<file path="src/rtl/lcd_pkg.sv">
// Shared constants and types for the LCD command scheduler.
package lcd_pkg;

    localparam int unsigned LCD_N_PIX = 64;
    localparam int unsigned ADDR_W    = 6;
    localparam int unsigned CMD_W     = 3;

    // LCD_CTRL command encodings; 6 and 7 are not legal commands.
    localparam logic [CMD_W-1:0] CMD_WRITE   = 3'd0;
    localparam logic [CMD_W-1:0] CMD_LOAD    = 3'd1;
    localparam logic [CMD_W-1:0] CMD_SHIFT_R = 3'd2;
    localparam logic [CMD_W-1:0] CMD_SHIFT_L = 3'd3;
    localparam logic [CMD_W-1:0] CMD_SHIFT_U = 3'd4;
    localparam logic [CMD_W-1:0] CMD_SHIFT_D = 3'd5;

    typedef enum logic [1:0] {IDLE, ISSUE, LOAD, HOLD} state_e;

    // True for command values that LCD_CTRL understands.
    function automatic logic cmd_storable(input logic [CMD_W-1:0] cmd);
        return (cmd <= CMD_SHIFT_D);
    endfunction

endpackage

</file>
<file path="src/rtl/lcd_cmd_fifo.sv">
// Per-requester command FIFO with count-based full/empty flags.
module lcd_cmd_fifo
    import lcd_pkg::*;
#(
    parameter int unsigned DEPTH = 4
) (
    input  logic             clk,
    input  logic             reset,
    input  logic             i_push,
    input  logic             i_pop,
    input  logic [CMD_W-1:0] i_wdata,
    output logic [CMD_W-1:0] o_rdata,
    output logic             o_full,
    output logic             o_empty
);
    localparam int unsigned PW = (DEPTH > 1) ? $clog2(DEPTH) : 1;
    localparam logic [PW:0] FULL_CNT = (PW + 1)'(DEPTH);

    logic [CMD_W-1:0] r_mem [DEPTH];
    logic [PW-1:0]    r_wptr;
    logic [PW-1:0]    r_rptr;
    logic [PW:0]      r_count;
    logic             w_push;
    logic             w_pop;

    assign w_push  = i_push && !o_full;
    assign w_pop   = i_pop && !o_empty;
    assign o_full  = (r_count == FULL_CNT);
    assign o_empty = (r_count == '0);
    assign o_rdata = r_mem[r_rptr];

    // Pointers and occupancy; a simultaneous push and pop leaves the count unchanged.
    always_ff @(posedge clk or negedge reset) begin
        if (!reset) begin
            r_wptr  <= '0;
            r_rptr  <= '0;
            r_count <= '0;
        end else begin
            if (w_push) r_wptr <= r_wptr + PW'(1);
            if (w_pop)  r_rptr <= r_rptr + PW'(1);
            case ({w_push, w_pop})
                2'b10:   r_count <= r_count + (PW + 1)'(1);
                2'b01:   r_count <= r_count - (PW + 1)'(1);
                default: r_count <= r_count;
            endcase
        end
    end

    // Storage array; contents are only meaningful below the count, so no reset.
    always_ff @(posedge clk) begin
        if (w_push) r_mem[r_wptr] <= i_wdata;
    end

endmodule

</file>
<file path="src/rtl/lcd_cmd_sched.sv">
// Two-requester round-robin command scheduler in front of LCD_CTRL; streams the
// image memory onto datain for Load commands.
module lcd_cmd_sched
    import lcd_pkg::*;
#(
    parameter int unsigned FIFO_DEPTH = 4,
    parameter int unsigned N_PIX      = LCD_N_PIX
) (
    input  logic              clk,
    input  logic              reset,
    input  logic [CMD_W-1:0]  req0_cmd,
    input  logic              req0_valid,
    output logic              req0_ready,
    input  logic [CMD_W-1:0]  req1_cmd,
    input  logic              req1_valid,
    output logic              req1_ready,
    output logic              drop,
    output logic              img_rd_en,
    output logic [ADDR_W-1:0] img_rd_addr,
    input  logic [7:0]        img_rd_data,
    output logic [CMD_W-1:0]  lcd_cmd,
    output logic              lcd_cmd_valid,
    output logic [7:0]        lcd_datain,
    input  logic              lcd_busy,
    output logic              grant_id,
    output logic              idle
);
    localparam logic [ADDR_W:0] LAST_PIX = (ADDR_W + 1)'(N_PIX - 1);
    localparam logic [ADDR_W:0] PIX_ONE  = (ADDR_W + 1)'(1);

    state_e           r_state;
    state_e           w_state_d;
    logic [CMD_W-1:0] r_cmd;
    logic             r_gid;
    logic             r_last;
    logic             r_drop;
    logic [ADDR_W:0]  r_pix;

    logic             w_full0, w_empty0, w_full1, w_empty1;
    logic [CMD_W-1:0] w_rdata0, w_rdata1;
    logic             w_acc0, w_acc1;
    logic             w_push0, w_push1;
    logic             w_bad;
    logic             w_take;
    logic             w_sel;
    logic             w_pop0, w_pop1;
    logic [CMD_W-1:0] w_sel_cmd;

    // Enqueue side: illegal command values are accepted but discarded.
    assign req0_ready = !w_full0;
    assign req1_ready = !w_full1;
    assign w_acc0     = req0_valid && !w_full0;
    assign w_acc1     = req1_valid && !w_full1;
    assign w_push0    = w_acc0 && cmd_storable(req0_cmd);
    assign w_push1    = w_acc1 && cmd_storable(req1_cmd);
    assign w_bad      = (w_acc0 && !cmd_storable(req0_cmd)) || (w_acc1 && !cmd_storable(req1_cmd));

    lcd_cmd_fifo #(
        .DEPTH (FIFO_DEPTH)
    ) u_fifo0 (
        .clk     (clk),
        .reset   (reset),
        .i_push  (w_push0),
        .i_pop   (w_pop0),
        .i_wdata (req0_cmd),
        .o_rdata (w_rdata0),
        .o_full  (w_full0),
        .o_empty (w_empty0)
    );

    lcd_cmd_fifo #(
        .DEPTH (FIFO_DEPTH)
    ) u_fifo1 (
        .clk     (clk),
        .reset   (reset),
        .i_push  (w_push1),
        .i_pop   (w_pop1),
        .i_wdata (req1_cmd),
        .o_rdata (w_rdata1),
        .o_full  (w_full1),
        .o_empty (w_empty1)
    );

    // Round-robin pick: a lone valid head wins; with two, the non-last-grant side wins.
    always_comb begin
        w_take    = (r_state == IDLE) && !lcd_busy && (!w_empty0 || !w_empty1);
        w_sel     = (!w_empty0 && !w_empty1) ? !r_last : w_empty0;
        w_pop0    = w_take && !w_sel;
        w_pop1    = w_take && w_sel;
        w_sel_cmd = w_sel ? w_rdata1 : w_rdata0;
    end

    // Next-state logic; busy only gates the IDLE -> ISSUE transition.
    always_comb begin
        w_state_d = r_state;
        unique case (r_state)
            IDLE:    if (w_take) w_state_d = ISSUE;
            ISSUE:   w_state_d = (r_cmd == CMD_LOAD) ? LOAD : HOLD;
            LOAD:    if (r_pix == LAST_PIX) w_state_d = HOLD;
            HOLD:    w_state_d = IDLE;
            default: w_state_d = IDLE;
        endcase
    end

    // FSM state, issued command, grant tracking, pixel counter and drop pulse.
    always_ff @(posedge clk or negedge reset) begin
        if (!reset) begin
            r_state <= IDLE;
            r_cmd   <= '0;
            r_gid   <= 1'b0;
            r_last  <= 1'b1;
            r_drop  <= 1'b0;
            r_pix   <= '0;
        end else begin
            r_state <= w_state_d;
            r_drop  <= w_bad;
            if (w_take) begin
                r_cmd  <= w_sel_cmd;
                r_gid  <= w_sel;
                r_last <= w_sel;
            end
            if (r_state == ISSUE) begin
                r_pix <= '0;
            end else if (r_state == LOAD) begin
                r_pix <= r_pix + PIX_ONE;
            end
        end
    end

    // Read strobe runs one pixel ahead of datain; no read follows the last pixel.
    always_comb begin
        img_rd_en   = 1'b0;
        img_rd_addr = '0;
        if ((r_state == ISSUE) && (r_cmd == CMD_LOAD)) begin
            img_rd_en = 1'b1;
        end else if ((r_state == LOAD) && (r_pix != LAST_PIX)) begin
            img_rd_en   = 1'b1;
            img_rd_addr = ADDR_W'(r_pix + PIX_ONE);
        end
    end

    assign lcd_cmd_valid = (r_state == ISSUE);
    assign lcd_cmd       = r_cmd;
    assign grant_id      = r_gid;
    assign drop          = r_drop;
    assign lcd_datain    = (r_state == LOAD) ? img_rd_data : 8'h00;
    assign idle          = (r_state == IDLE) && w_empty0 && w_empty1;

endmodule

</file>
<file path="config.mk">
export PLATFORM = sky130hd
export DESIGN_NAME = lcd_cmd_sched
export DESIGN_NICKNAME = d
export VERILOG_FILES = /design/src/rtl/lcd_pkg.sv /design/src/rtl/lcd_cmd_fifo.sv /design/src/rtl/lcd_cmd_sched.sv
export SDC_FILE = /design/constraint.sdc
export NUM_CORES = 1
export LEC_CHECK = 0
export ABC_AREA = 1
export ABC_CLOCK_PERIOD_IN_PS = 2700
export BUFFER_PORTS_ARGS = -buffer_cell sky130_fd_sc_hd__clkbuf_2
export CAP_MARGIN = 20
export CORE_ASPECT_RATIO = 0.6
export CORE_MARGIN = 1
export CORE_UTILIZATION = 56
export CTS_BUF_LIST = sky130_fd_sc_hd__clkbuf_16
export CTS_CLUSTER_SIZE = 8
export DETAILED_ROUTE_END_ITERATION = 10
export GPL_TIMING_DRIVEN = 0
export PLACE_DENSITY_LB_ADDON = 0.15
export REMOVE_ABC_BUFFERS = 1
export SLEW_MARGIN = 20
export SYNTH_ARGS = -nofsm -noshare
export SYNTH_HDL_FRONTEND = slang
export SYNTH_HIERARCHICAL = 1
export SYNTH_SLANG_ARGS = --single-unit
</file>
<file path="constraint.sdc">
create_clock -name clk -period 2.7 [get_ports clk]
set_input_delay 0.54 -clock clk [delete_from_list [all_inputs] [get_ports clk]]
set_output_delay 0.54 -clock clk [all_outputs]
set_load 0.03 [all_outputs]
</file>
After elaboration in Yosys (flattened, before gate mapping)
Memory sizes are Yosys's and may differ from the RTL's.
Cells that the tools add are included.

word-level totals
  memories kept = 2
  bits in read-only memories = 0
  bits of input ports = 19
  register bits = 29
  bits in latches = 0
  word-level logic and storage cells = 95
  bits in writable memories = 24

operators by class
  reductions and logical operators = 37
  divide/modulo/power cells = 0
  bitwise gates (word level) = 0
  muxes and demuxes = 19
  multipliers = 0
  equal/unequal tests = 14
  shift operators = 0
  add/sub/neg operators = 9
  $lt $le $gt $ge = 2

memory list
  name           words  width  rd ports  clocked after memory_dff  wr ports  line                RTL
  u_fifo0.r_mem  4      3      1         0                         1         lcd_cmd_fifo.sv:19  logic [CMD_W-1:0] r_mem [DEPTH];
  u_fifo1.r_mem  4      3      1         0                         1         lcd_cmd_fifo.sv:19

operators with widths
  operator                                                count
  logical AND 1 bit                                       19
  two-way mux 7 bit                                       2
  two-way mux 6 bit                                       2
  one-hot mux 3 bit (2 select lines)                      2
  logical NOT 1 bit                                       9
  adder 2 x 1 -> 2 bit (second input constant)            4
  equality test 2 bit (second input constant)             4
  two-way mux 1 bit                                       8
  two-way mux 8 bit                                       1
  one-hot mux 2 bit (4 select lines)                      1
  adder 7 x 1 -> 7 bit (second input constant)            1
  equality test 7 x 6 -> 1 bit (second input constant)    1
  != test 7 x 6 -> 1 bit (second input constant)          1
  adder 3 x 1 -> 3 bit (second input constant)            2
  equality test 2 x 1 -> 1 bit (second input constant)    3
  equality test 3 bit (second input constant)             2
  less-or-equal comparator 3 bit (second input constant)  2
  logical NOT 3 bit                                       2
  nonzero test 2 bit                                      3
  subtractor 3 x 1 -> 3 bit (second input constant)       2
  two-way mux 2 bit                                       2
  != test 2 bit (second input constant)                   2
  equality test 3 x 1 -> 1 bit (second input constant)    1
  two-way mux 3 bit                                       1
  3 further kinds                                         4

Logic depth before layout (Yosys ltp)
Gate-level depths: netlist of run 1.

  depth in word-level cells = 9
  mapped depth = 16
  mapped depth without buffers = 16

Hierarchy
The synthesis of run 1 kept the hierarchy.

modules (own cells, without submodules)
  module                   instances  cells an instance  area an instance (sq um)
  lcd_cmd_sched            1          141                1,016.0
  lcd_cmd_fifo at u_fifo0  1          96                 957.2
  lcd_cmd_fifo at u_fifo1  1          96                 949.7

Worst setup path after synthesis of run 1
Ideal clock, no wire load.

  kind = register to register
  start point = register u_fifo1.r_count[0]
  end point = register u_fifo1.r_count[1]
  clock period less this slack = 2.188 ns
  setup time = 0.083 ns
  cell stages (with the launch flop) = 12
  buffers on the path = 0
  data arrival time = 2.105 ns
  path slack = 0.512 ns
  path through = dfrtp_1 > inv_1 > nand3_2 > inv_1 > inv_1 > nand2_1 > a21oi_1 > nand2_4 > ha_1 > inv_1 > fa_1 > o21ai_0

between the ends
  elaborated cells on any way between the ends = 19
  classes of those cells = add/sub: 2; eq/ne: 3; mux: 2; reduce/logical: 12

RTL lines
  what                                                                      line                 RTL
  start, declared                                                           lcd_cmd_fifo.sv:22   logic [PW:0] r_count;
  start signal, assigned                                                    lcd_cmd_fifo.sv:42   2'b10: r_count <= r_count + (PW + 1)'(1);
  start signal, assigned                                                    lcd_cmd_fifo.sv:43   2'b01: r_count <= r_count - (PW + 1)'(1);
  start signal, assigned                                                    lcd_cmd_fifo.sv:44   default: r_count <= r_count;
  equality test 3 bit (*)                                                   lcd_cmd_fifo.sv:28   assign o_full = (r_count == FULL_CNT);
  named net w_full1                                                         lcd_cmd_sched.sv:39  logic w_full0, w_empty0, w_full1, w_empty1;
  logical NOT 1 bit (*)                                                     n/a
  named net req1_ready                                                      lcd_cmd_sched.sv:16  output logic req1_ready,
  logical AND 1 bit (*)                                                     lcd_cmd_sched.sv:53  assign w_acc1 = req1_valid && !w_full1;
  logical AND 1 bit (*)                                                     lcd_cmd_sched.sv:55  assign w_push1 = w_acc1 && cmd_storable(req1_cmd);
  named net w_push1                                                         lcd_cmd_sched.sv:42  logic w_push0, w_push1;
  logical AND 1 bit (*)                                                     lcd_cmd_fifo.sv:26   assign w_push = i_push && !o_full;
  equality test 2 x 1 -> 1 bit or equality test 2 bit (tied branches)       lcd_cmd_fifo.sv:41   case ({w_push, w_pop})
  one-hot mux 3 bit (2 select lines) or nonzero test 2 bit (tied branches)  n/a

Mark *: on every way through the listed nets, which the timed path passes. The rest lies on a longest branch.
A chain may end at the register's enable or synchronous reset.

Worst setup path after layout of run 1
  start point = register u_fifo0.r_count[0]
  end point = register u_fifo1.r_count[2]

between the ends
  cells in the longest elaborated chain, start to end = 8
  elaborated cells on any way between the ends = 12
  classes of those cells = eq/ne: 2; mux: 2; reduce/logical: 8

RTL lines
  what                                                                      line                                      RTL
  start, declared                                                           lcd_cmd_fifo.sv:22
  start signal, assigned                                                    lcd_cmd_fifo.sv:42
  start signal, assigned                                                    lcd_cmd_fifo.sv:43
  start signal, assigned                                                    lcd_cmd_fifo.sv:44
  logical NOT 3 bit (*)                                                     lcd_cmd_fifo.sv:29                        assign o_empty = (r_count == '0);
  named net w_empty0                                                        lcd_cmd_sched.sv:39
  logical NOT 1 bit                                                         lcd_cmd_sched.sv:86, lcd_cmd_sched.sv:87
  logical AND 1 bit or logical OR 1 bit (tied branches)                     lcd_cmd_sched.sv:87, lcd_cmd_sched.sv:86
  two-way mux 1 bit or logical AND 1 bit (tied branches)                    lcd_cmd_sched.sv:87, lcd_cmd_sched.sv:86
  logical AND 1 bit (*)                                                     lcd_cmd_sched.sv:89                       w_pop1 = w_take && w_sel;
  named net w_pop1                                                          lcd_cmd_sched.sv:46                       logic w_pop0, w_pop1;
  logical AND 1 bit (*)                                                     lcd_cmd_fifo.sv:27                        assign w_pop = i_pop && !o_empty;
  named net u_fifo1.w_pop                                                   lcd_cmd_fifo.sv:24                        logic w_pop;
  equality test 2 x 1 -> 1 bit or equality test 2 bit (tied branches)       lcd_cmd_fifo.sv:41
  one-hot mux 3 bit (2 select lines) or nonzero test 2 bit (tied branches)  n/a

Marks and branches as above.

==> results of run 1 <==
[worst max path at each step]
stage	startpoint	to	slack [ps]	cells after the start
after CTS	u_fifo0/r_count[0]$_DFFE_PN0P_	u_fifo1/r_count[2]$_DFFE_PN0P_	230	15
after global routing	u_fifo0/r_count[1]$_DFFE_PN0P_	u_fifo1/r_count[2]$_DFFE_PN0P_	7	15
after floorplan	u_fifo1/r_count[0]$_DFFE_PN0P_	u_fifo1/r_count[1]$_DFFE_PN0P_	510	11
final	u_fifo0/r_count[0]$_DFFE_PN0P_	u_fifo1/r_count[2]$_DFFE_PN0P_	220	15
after global placement	u_fifo0/r_count[1]$_DFFE_PN0P_	u_fifo1/r_count[2]$_DFFE_PN0P_	360	15
after detailed placement	u_fifo0/r_count[1]$_DFFE_PN0P_	u_fifo1/r_count[2]$_DFFE_PN0P_	240	15
[layer usage]
layer  global-route usage [%]  vias to the layer above  share of wire, %  wire length (um)
li1                         -                     1135                 -                 -
met1                     34.3                      965                54              2930
met2                     31.2                       58                39              2120
met3                     4.46                        7               5.0               269
met4                     6.93                        0               1.2                65
met5                        0                        -                 0                 0
[cells by family after synthesis]
group	share of synthesized area (%)
simple gates	25.5
buf+inv	10.4
flops	49.5
compound gates	5.78
fa+ha+maj	7.36
xor+xnor	1.50
[Yosys cell counts]
| library cell | n | area [um^2] |
|---|---|---|
| o21bai_2 | 2 | 22.5 |
| ha_1 | 14 | 175 |
| nand3_1 | 21 | 105 |
| o211ai_1 | 12 | 90.1 |
| dfrtp_1 | 28 | 701 |
| nor2_4 | 2 | 22.5 |
| o21ai_0 | 7 | 35.0 |
| edfxtp_1 | 24 | 721 |
| buf_6 | 2 | 22.5 |
| a21oi_1 | 3 | 15.0 |
| nor2_2 | 1 | 6.26 |
| fa_1 | 2 | 40.0 |
| nand4_1 | 3 | 18.8 |
| o22ai_1 | 1 | 6.26 |
| xnor2_1 | 3 | 26.3 |
| nand2_1 | 103 | 387 |
| nand3_4 | 1 | 17.5 |
| inv_1 | 67 | 251 |
| nor2_1 | 17 | 63.8 |
| inv_2 | 4 | 15.0 |
| clkbuf_8 | 1 | 13.8 |
| nand3_2 | 4 | 40.0 |
| nand2_4 | 4 | 45.0 |
| xor2_1 | 2 | 17.5 |
| nor2_8 | 1 | 20.0 |
| dfstp_2 | 1 | 26.3 |
| nand2_2 | 3 | 18.8 |
[state kept, by name, indices dropped and copies added (netlist names)]
register and flops:
u_fifo1/r_mem 12, r_last 1, grant_id 1, u_fifo0/r_wptr 2
u_fifo1/r_rptr 2, u_fifo1/r_wptr 2, r_state 2, u_fifo0/r_mem 12
u_fifo1/r_count 3, drop 1, u_fifo0/r_rptr 2, u_fifo0/r_count 3
lcd_cmd 3, r_pix 7
[critical path, cell delays in order, from the launching register on]
cell and delay [ps]:
dfrtp_1 390, inv_1 170, nand3_2 160, inv_1 100, o21bai_2 140, inv_1 130
nor2_8 140, nand2_1 100, inv_1 90, ha_1 170, inv_1 70, fa_1 380
nand2_1 110, nand3_1 90, nand2_1 60, nand2_1 50
[report_power, final]
| group | leakage [nW] | total [W] | internal, W | switching, W |
|---|---|---|---|---|
| Sequential | 0.582 | 0.00128 | 0.00109 | 0.000183 |
| Clock | 0.0748 | 0.000600 | 0.000337 | 0.000263 |
| Combinational | 1.10 | 0.00172 | 0.000541 | 0.00117 |
[area by class of cell]
class / instances / area [um^2] / area share [%]
Timing Repair Buffer: 42 / 210 / 6.34
Clock buffer: 5 / 125 / 3.78
Tap cell: 63 / 78.8 / 2.38
Inverter: 71 / 267 / 8.04
Sequential cell: 53 / 1450 / 43.7
Clock inverter: 3 / 13.8 / 0.415
Multi-Input combinational cell: 206 / 1170 / 35.4
[per-stage QoR]
| stage | setup WS (ps) | instance area [um^2] |
|---|---|---|
| 4_1_cts | 229 | 3310 |
| 3_3_place_gp | 362 | 3180 |
| 5_1_grt | 6.87 | 3310 |
| 2_1_floorplan | 512 | 2890 |
| 6_report | 219 | 3310 |
| 3_5_place_dp | 240 | 3180 |
==> out/results.tsv, run 1 <==
metric	value	unit
outcome	completed	
crit share post-route	91.9	%
vias in the first global route	1901	
DR pass1 iterations	4	
Final Util	69.4	%
worst ir drop on vdd	557	uV
GP Congestion	0.788	
Worst Hold Class	input port to asynchronous set/reset pin	
vias after detailed routing	2165	
Worst Tran Pin Value	777	ps
CTS Buf Count	5	
largest net degree at the start of global routing	30	
max_slew headroom	48.2	%
Vias per Instance	4.89	
drc violations	0	
Core Region	0.00478	mm^2
initial antenna violation count	0	
FF-to-FF Start	u_fifo0/r_count[0]$_DFFE_PN0P_	
Starting Density	61.2	%
ANT cells	0	
crit start category	flip-flop	
Synth Area per Inst	8.78	um^2
Clock Tree Root	clkbuf_16	
nets	414	
Tmin final	2480	ps
I/O pins	43	
sequential area share after synthesis	49.5	%
clk_lat worst skew	290	ps
Routed wire per std cell	12.2	um
most common cell after layout, fill and taps aside	nand2_1	
dpl cells	435	
Non-Filler Instances	443	
most frequent cells in the layout	103 x nand2_1, 68 x inv_1, 42 x clkbuf_2, 28 x dfrtp_1, 24 x edfxtp_1	
Yosys reg bits	53	
Max Buffers Root-to-Sink	2	
CTS tree	done	
final count of hold timing violations	0	
post-CTS setup buffer count	0	
Synth Cell Area	0.00292	mm^2
Worst Skew	4.28	ps
WL final	5390	um
maxcap violations	0	
total power	0.00359	W
R2R setup slack	220	ps
number of hold buffers added after cts	0	
CTS H-Tree Depth	2	
DIE WIDTH	95.3	um
Routed Antenna Nets	0	
CP arrival	2660	ps
final setup violation count	0	
Syn Inst Count	333	
Filler cells	401	
first-pass GRT wire length	8970	um
Final Hold Slack	316	ps
FF-to-FF path depth	15	
LEAKAGE	1.76	nW
kind of critical path	flip-flop to flip-flop	
Max Slew Vio Count	0	
I/O Buffers	42	
Iteration-0 DRC Markers	122	
Max Fclk	0.403	GHz
Post-CTS Resized	0	
Die Span Y	58.0	um
TNS Setup	0	ps
Area Overhead vs Synth	13.4	%
std cell rows	19	
GR Util All Layers	22.1	%
Detailed Place HPWL	4240	um
Yosys warning count	6	
Sink Count	53	
clk slew on worst S/H paths	60	ps
post-synth cell types	27	
pwr dens	1080	mW/mm^2
maximum fanout along the worst path	7	
RSZ-0062 raised after global routing	false	
worst reg2reg endpoint	u_fifo1/r_count[2]$_DFFE_PN0P_	
total die area	0.00552	mm^2
WP data required	2880	ps
Remaining Overflow, GRT	0	
layout cell share with drive strength beyond 1	18.9	%
endpoint class of the critical path	flip-flop	
No activity file was read; power rests on OpenSTA's default activity.
==> run 2: changes to the inputs <==
ABC_CLOCK_PERIOD_IN_PS = 2500   (was 2700)
SLEW_MARGIN = not set   (was 20)
clock period = 2.5 ns   (was 2.7 ns; I/O delays follow)
==> run 2 against run 1 <==
Against the previous run:
- register-to-register slack lost 50 ps
- critical endpoint unchanged
- non-clock buffer count grew 6
- critical path depth is the same
- maximum frequency grew 6.6%
==> out/results.tsv, run 2 (synthesis results as in run 1) <==
metric	value	unit	change
outcome	completed		
Worst Tran Pin Value	759	ps	-18.9 ps
Routed Antenna Nets	0		unchanged
maxcap violations	0		unchanged
kind of critical path	flip-flop to flip-flop		
DIE WIDTH	95.3	um	unchanged
worst reg2reg endpoint	u_fifo1/r_count[2]$_DFFE_PN0P_		
most frequent cells in the layout	102 x nand2_1, 62 x inv_1, 42 x clkbuf_2, 28 x dfrtp_1, 24 x edfxtp_1		
WL final	5480	um	+1.5%
vias in the first global route	1901		unchanged
I/O pins	43		unchanged
first-pass GRT wire length	8970	um	unchanged
Die Span Y	58.0	um	unchanged
FF-to-FF Start	u_fifo0/r_count[2]$_DFFE_PN0P_		
Max Buffers Root-to-Sink	2		unchanged
Max Slew Vio Count	0		unchanged
std cell rows	19		unchanged
DR pass1 iterations	4		unchanged
Detailed Place HPWL	4240	um	unchanged
met2 GRT Util	31.2	%	unchanged
clk slew on worst S/H paths	60	ps	about the same
Routed wire per std cell	12.2	um	+0.18%
CTS tree	done		
GR Util All Layers	22.1	%	unchanged
largest registers	u_fifo0/r_mem: 12 flops, u_fifo1/r_mem: 12 flops, r_pix: 7 flops		
Starting Density	61.2	%	unchanged
Iteration-0 DRC Markers	98		-20%
endpoint class of the critical path	flip-flop		
CP arrival	2510	ps	-150 ps
vias after detailed routing	2172		+0.32%
most common cell after layout, fill and taps aside	nand2_1		
final count of hold timing violations	0		unchanged
Worst Skew	4.33	ps	+0.0458 ps
I/O Buffers	42		unchanged
Max Fclk	0.429	GHz	+6.6%
largest net degree at the start of global routing	30		unchanged
crit share post-route	93.1	%	+1.2 points
maximum fanout along the worst path	7		unchanged
CTS H-Tree Depth	2		unchanged
TNS Setup	0	ps	unchanged
crit start category	flip-flop		
GR Util met3	4.46	%	unchanged
Vias per Instance	4.84		-1.0%
FF-to-FF path depth	15		unchanged
GR met1 Demand/Resource	34.3	%	unchanged
R2R setup slack	170	ps	-50 ps
CTS Buf Count	5		unchanged
Clock Tree Root	clkbuf_16		
final setup violation count	0		unchanged
WP data required	2680	ps	-200 ps
pwr dens	1190	mW/mm^2	+9.5%
Sink Count	53		unchanged
Final Hold Slack	270	ps	-46.2 ps
drc violations	0		unchanged
Worst Hold Class	input port to asynchronous set/reset pin		
Area Overhead vs Synth	16.0	%	
ANT cells	0		unchanged
clk_lat worst skew	290	ps	about the same
initial antenna violation count	0		unchanged
nets	420		+1.4%
grt peak-use layer	met1		
max_slew headroom	49.4	%	+1.3 points
layout cell share with drive strength beyond 1	22.3	%	+3.3 points
worst ir drop on vdd	602	uV	+8.0%
GP Congestion	0.788		unchanged
total die area	0.00552	mm^2	unchanged
LEAKAGE	1.79	nW	+1.5%
Remaining Overflow, GRT	0		unchanged
Core Region	0.00478	mm^2	unchanged
Tmin final	2330	ps	-153 ps
## run 2: how the worst max path moves through the flow
| stage | endpoint | from |
|---|---|---|
| after floorplan | u_fifo1/r_count[1]$_DFFE_PN0P_ | u_fifo1/r_count[0]$_DFFE_PN0P_ |
| after global placement | u_fifo1/r_count[2]$_DFFE_PN0P_ | u_fifo0/r_count[1]$_DFFE_PN0P_ |
| after detailed placement | u_fifo1/r_count[2]$_DFFE_PN0P_ | u_fifo0/r_count[1]$_DFFE_PN0P_ |
| after CTS | u_fifo1/r_count[2]$_DFFE_PN0P_ | u_fifo0/r_count[0]$_DFFE_PN0P_ |
| after global routing | u_fifo0/r_count[1]$_DFFE_PN0P_ | u_fifo1/r_count[1]$_DFFE_PN0P_ |
| final | u_fifo1/r_count[2]$_DFFE_PN0P_ | u_fifo0/r_count[2]$_DFFE_PN0P_ |
## run 2: timing repair
action | in CTS | in global routing
hold buffers | 0 | 0
gates resized for setup | 0 | 11
setup buffers | 0 | 6
setup endpoints to repair | 0 | 4
## run 2: cell type report
type / instances / area, um^2
clock inverter: 3 / 13.8
tap: 63 / 78.8
fill: 391 / 1390
inverter: 71 / 267
clock buffer: 5 / 125
timing repair buffer: 48 / 255
sequential: 53 / 1450
multi-input combinational: 206 / 1200
## run 2: metrics by stage
step	cell area (um^2)	power [W]	instances	utilization, %	setup WS (ps)
after floorplan	2890	0.00278	330	-	312
after global placement	3180	0.00316	435	66.5	162
after detailed placement	3180	0.00325	435	66.5	39.8
after CTS	3310	0.00390	443	69.4	28.8
after global routing	3390	0.00437	449	70.9	-17.8
final	3390	0.00402	449	70.9	171
## run 2: worst max-delay path, cell delays in order (launching register included)
cell and delay [ps]:
dfrtp_1 420, inv_2 100, nand3_4 100, inv_1 90
o21bai_4 140, inv_2 80, nor2_8 140, nand2_1 100
inv_1 90, ha_1 170, inv_1 70, fa_1 380
nand2_1 110, nand3_1 90, nand2_1 60, nand2_1 50
## run 2: power breakdown
group	total (W)	leakage [nW]	switching [W]	internal [W]
Sequential	0.00139	0.582	0.000204	0.00118
Combinational	0.00199	1.13	0.00131	0.000677
Clock	0.000647	0.0748	0.000283	0.000364
## run 2: routing by layer
layer	routed length, um	part of all wire, %	up-vias
li1	-	-	1144
met3	253	4.6	7
met2	2190	40	55
met1	2970	54	966
met4	65	1.2	0
met5	0	0	-
==> run 3: changes to the inputs <==
CTS_BUF_LIST = sky130_fd_sc_hd__clkbuf_8   (was sky130_fd_sc_hd__clkbuf_16)
==> run 3 against run 2 <==
Against the previous run:
- power shrank 4.5%
- count of clock-buffer cells in the layout is the same
- register-to-register slack lost 20 ps
- cell count rose by 0.22%
- sequential cell count unchanged
- cell area fell by 1.4%
- via count decreased by 0.69%
==> out/results.tsv, run 3 (synthesis results as in run 1) <==
metric	value	unit	change
Worst Skew	6.67	ps	+2.34 ps
GP Congestion	0.788		unchanged
Worst Path Buf+Inv	5		unchanged
WL final	5550	um	+1.3%
CTS Buf Count	5		unchanged
Comb power frac	52.2	%	+2.8 points
GR Util met3	4.86	%	+0.39 points
sequential share of power	36.0	%	+1.5 points
CTS tree	done		
outcome	completed		
CP top delay family	simple AND/OR/NAND/NOR gates		
P_int	0.00206	W	-7.5%
Starting Density	61.2	%	unchanged
Area Overhead vs Synth	14.3	%	
endpoint class of the critical path	flip-flop		
Multi-input gate area	0.00120	mm^2	unchanged
I/O Buffers	42		unchanged
Die Span Y	58.0	um	unchanged
Switch Pwr	0.00178	W	-0.81%
CP arrival	2550	ps	+40 ps
largest registers	u_fifo0/r_mem: 12 flops, u_fifo1/r_mem: 12 flops, r_pix: 7 flops		
met2 GRT Util	30.6	%	-0.61 points
Vias per Instance	4.79		-0.91%
CP max-delay cell	dfrtp_1		
CTS H-Tree Depth	2		unchanged
GR met1 Demand/Resource	34.9	%	+0.61 points
final count of hold timing violations	0		unchanged
worst path cell trace	inv_1 > nand3_4 > inv_1 > o21bai_4 > inv_2 > nor2_8 > nand2_1 > inv_1 > ha_1 > inv_1 > fa_1 > nand2_1 > nand3_1 > nand2_1 > nand2_1		
pre-CTS setup slack	39.8	ps	unchanged
Max Fclk	0.427	GHz	-0.68%
final worst slack	155	ps	-15.8 ps
most frequent cells in the layout	102 x nand2_1, 63 x inv_1, 42 x clkbuf_2, 28 x dfrtp_1, 24 x edfxtp_1		
Routed wire per std cell	12.3	um	+1.1%
crit start category	flip-flop		
total power	0.00384	W	-4.5%
ANT cells	0		unchanged
Detailed Place HPWL	4240	um	unchanged
worst ir drop on vdd	596	uV	-0.89%
Max Buffers Root-to-Sink	2		unchanged
layout cell share with drive strength beyond 1	22.2	%	-0.058 points
Worst Tran Pin Value	766	ps	+7.07 ps
Max stage delay on crit path	400	ps	-20 ps
maxcap violations	0		unchanged
kind of critical path	flip-flop to flip-flop		
WP data required	2700	ps	+20 ps
drc violations	0		unchanged
initial antenna violation count	0		unchanged
Core Region	0.00478	mm^2	unchanged
part of the power in the clock network	11.9	%	-4.2 points
grt peak-use layer	met1		
TNS Setup	0	ps	unchanged
clk slew on worst S/H paths	90	ps	+30 ps
I/O pins	43		unchanged
Max Slew Vio Count	0		unchanged
total die area	0.00552	mm^2	unchanged
Filler cells	399		+2.0%
max_slew headroom	49.0	%	-0.47 points
crit share post-route	93.8	%	+0.63 points
clk_lat worst skew	310	ps	+20 ps
Sw Share	46.5	%	+1.7 points
DR pass1 iterations	4		unchanged
nets	421		+0.24%
Sink Count	53		unchanged
pwr dens	1150	mW/mm^2	-3.1%
most common cell after layout, fill and taps aside	nand2_1		
Routed Antenna Nets	0		unchanged
FF/Latch Area	0.00145	mm^2	unchanged
final setup violation count	0		unchanged
Worst Hold Class	input port to asynchronous set/reset pin		
GR Util All Layers	22.4	%	+0.29 points
first-pass GRT wire length	9040	um	+0.77%
DIE WIDTH	95.3	um	unchanged
Iteration-0 DRC Markers	132		+35%
largest net degree at the start of global routing	30		unchanged
vias in the first global route	1884		-0.89%
maximum fanout along the worst path	7		unchanged
Clock Tree Root	clkbuf_8		
LEAKAGE	1.77	nW	-1.1%
Remaining Overflow, GRT	0		unchanged
Final Hold Slack	246	ps	-24.0 ps
vias after detailed routing	2157		-0.69%
Tmin final	2340	ps	+15.8 ps
std cell rows	19		unchanged
-- run 3: cell count changes in the layout (fill, tap and decap cells not counted), sizes merged --
cell	change
buf	+1
-- run 3: what timing repair did --
| action | CTS | global route |
|---|---|---|
| hold endpoints to repair | 0 | 0 |
| resized for setup | 0 | 10 |
| setup buffers | 0 | 7 |
| hold buffers | 0 | 0 |
| endpoints found under the setup margin | 0 | 4 |
-- run 3: layout make-up --
type | instances | area share, %
clock buffer | 5 | 2.06
tap | 63 | 2.36
sequential | 53 | 43.3
clock inverter | 3 | 0.412
inverter | 71 | 7.98
multi-input combinational | 206 | 36.0
timing repair buffer | 49 | 7.87
-- run 3: power by group through the flow --
stage	Combinational, W	Sequential [W]	Clock (W)
final	0.00200	0.00138	0.000456
after global routing	0.00226	0.00141	0.000507
after CTS	0.00186	0.00137	0.000472
after detailed placement	0.00186	0.00139	0
after global placement	0.00178	0.00138	0
after floorplan	0.00137	0.00141	0
-- run 3: worst reg2reg max path: cells and delay by family (launching register included) --
family                     cells  cell delay [ps]
AOI/OAI and AO/OA              1              140
DFF                            1              400
buffers and inverters          5              470
and+or+nand+nor                7              660
adders and majority gates      2              550
-- run 3: final timing paths --
check                           depth (start not counted)                            from                        endpoint  slack (ps)
worst max-delay path                                   15  u_fifo0/r_count[2]$_DFFE_PN0P_  u_fifo1/r_count[2]$_DFFE_PN0P_         160
worst min-delay path                                    1                           reset   u_fifo0/r_wptr[0]$_DFFE_PN0P_         250
worst max register to register                         15  u_fifo0/r_count[2]$_DFFE_PN0P_  u_fifo1/r_count[2]$_DFFE_PN0P_         160
worst min register to register                          1  u_fifo1/r_count[0]$_DFFE_PN0P_  u_fifo1/r_count[0]$_DFFE_PN0P_         480
max in group asynchronous                               1                           reset            r_pix[4]$_DFFE_PN0P_        1760
min in group clk                                        1                     req0_cmd[0]   u_fifo0/r_mem[1][0]$_DFFE_PP_         430
-- run 3: metrics by stage --
step                      utilization (%)  std cells  cell area (um^2)
final                                69.9        450              3340
after global routing                 69.9        450              3340
after CTS                            68.2        443              3260
after detailed placement             66.5        435              3180
after global placement               66.5        435              3180
after floorplan                         -        330              2890
-- run 3: layer usage --
layer / part of all wire, % / routed length [um]
met1: 54 / 3000
met2: 39 / 2180
met3: 5.4 / 298
met4: 1.2 / 68
met5: 0 / 0
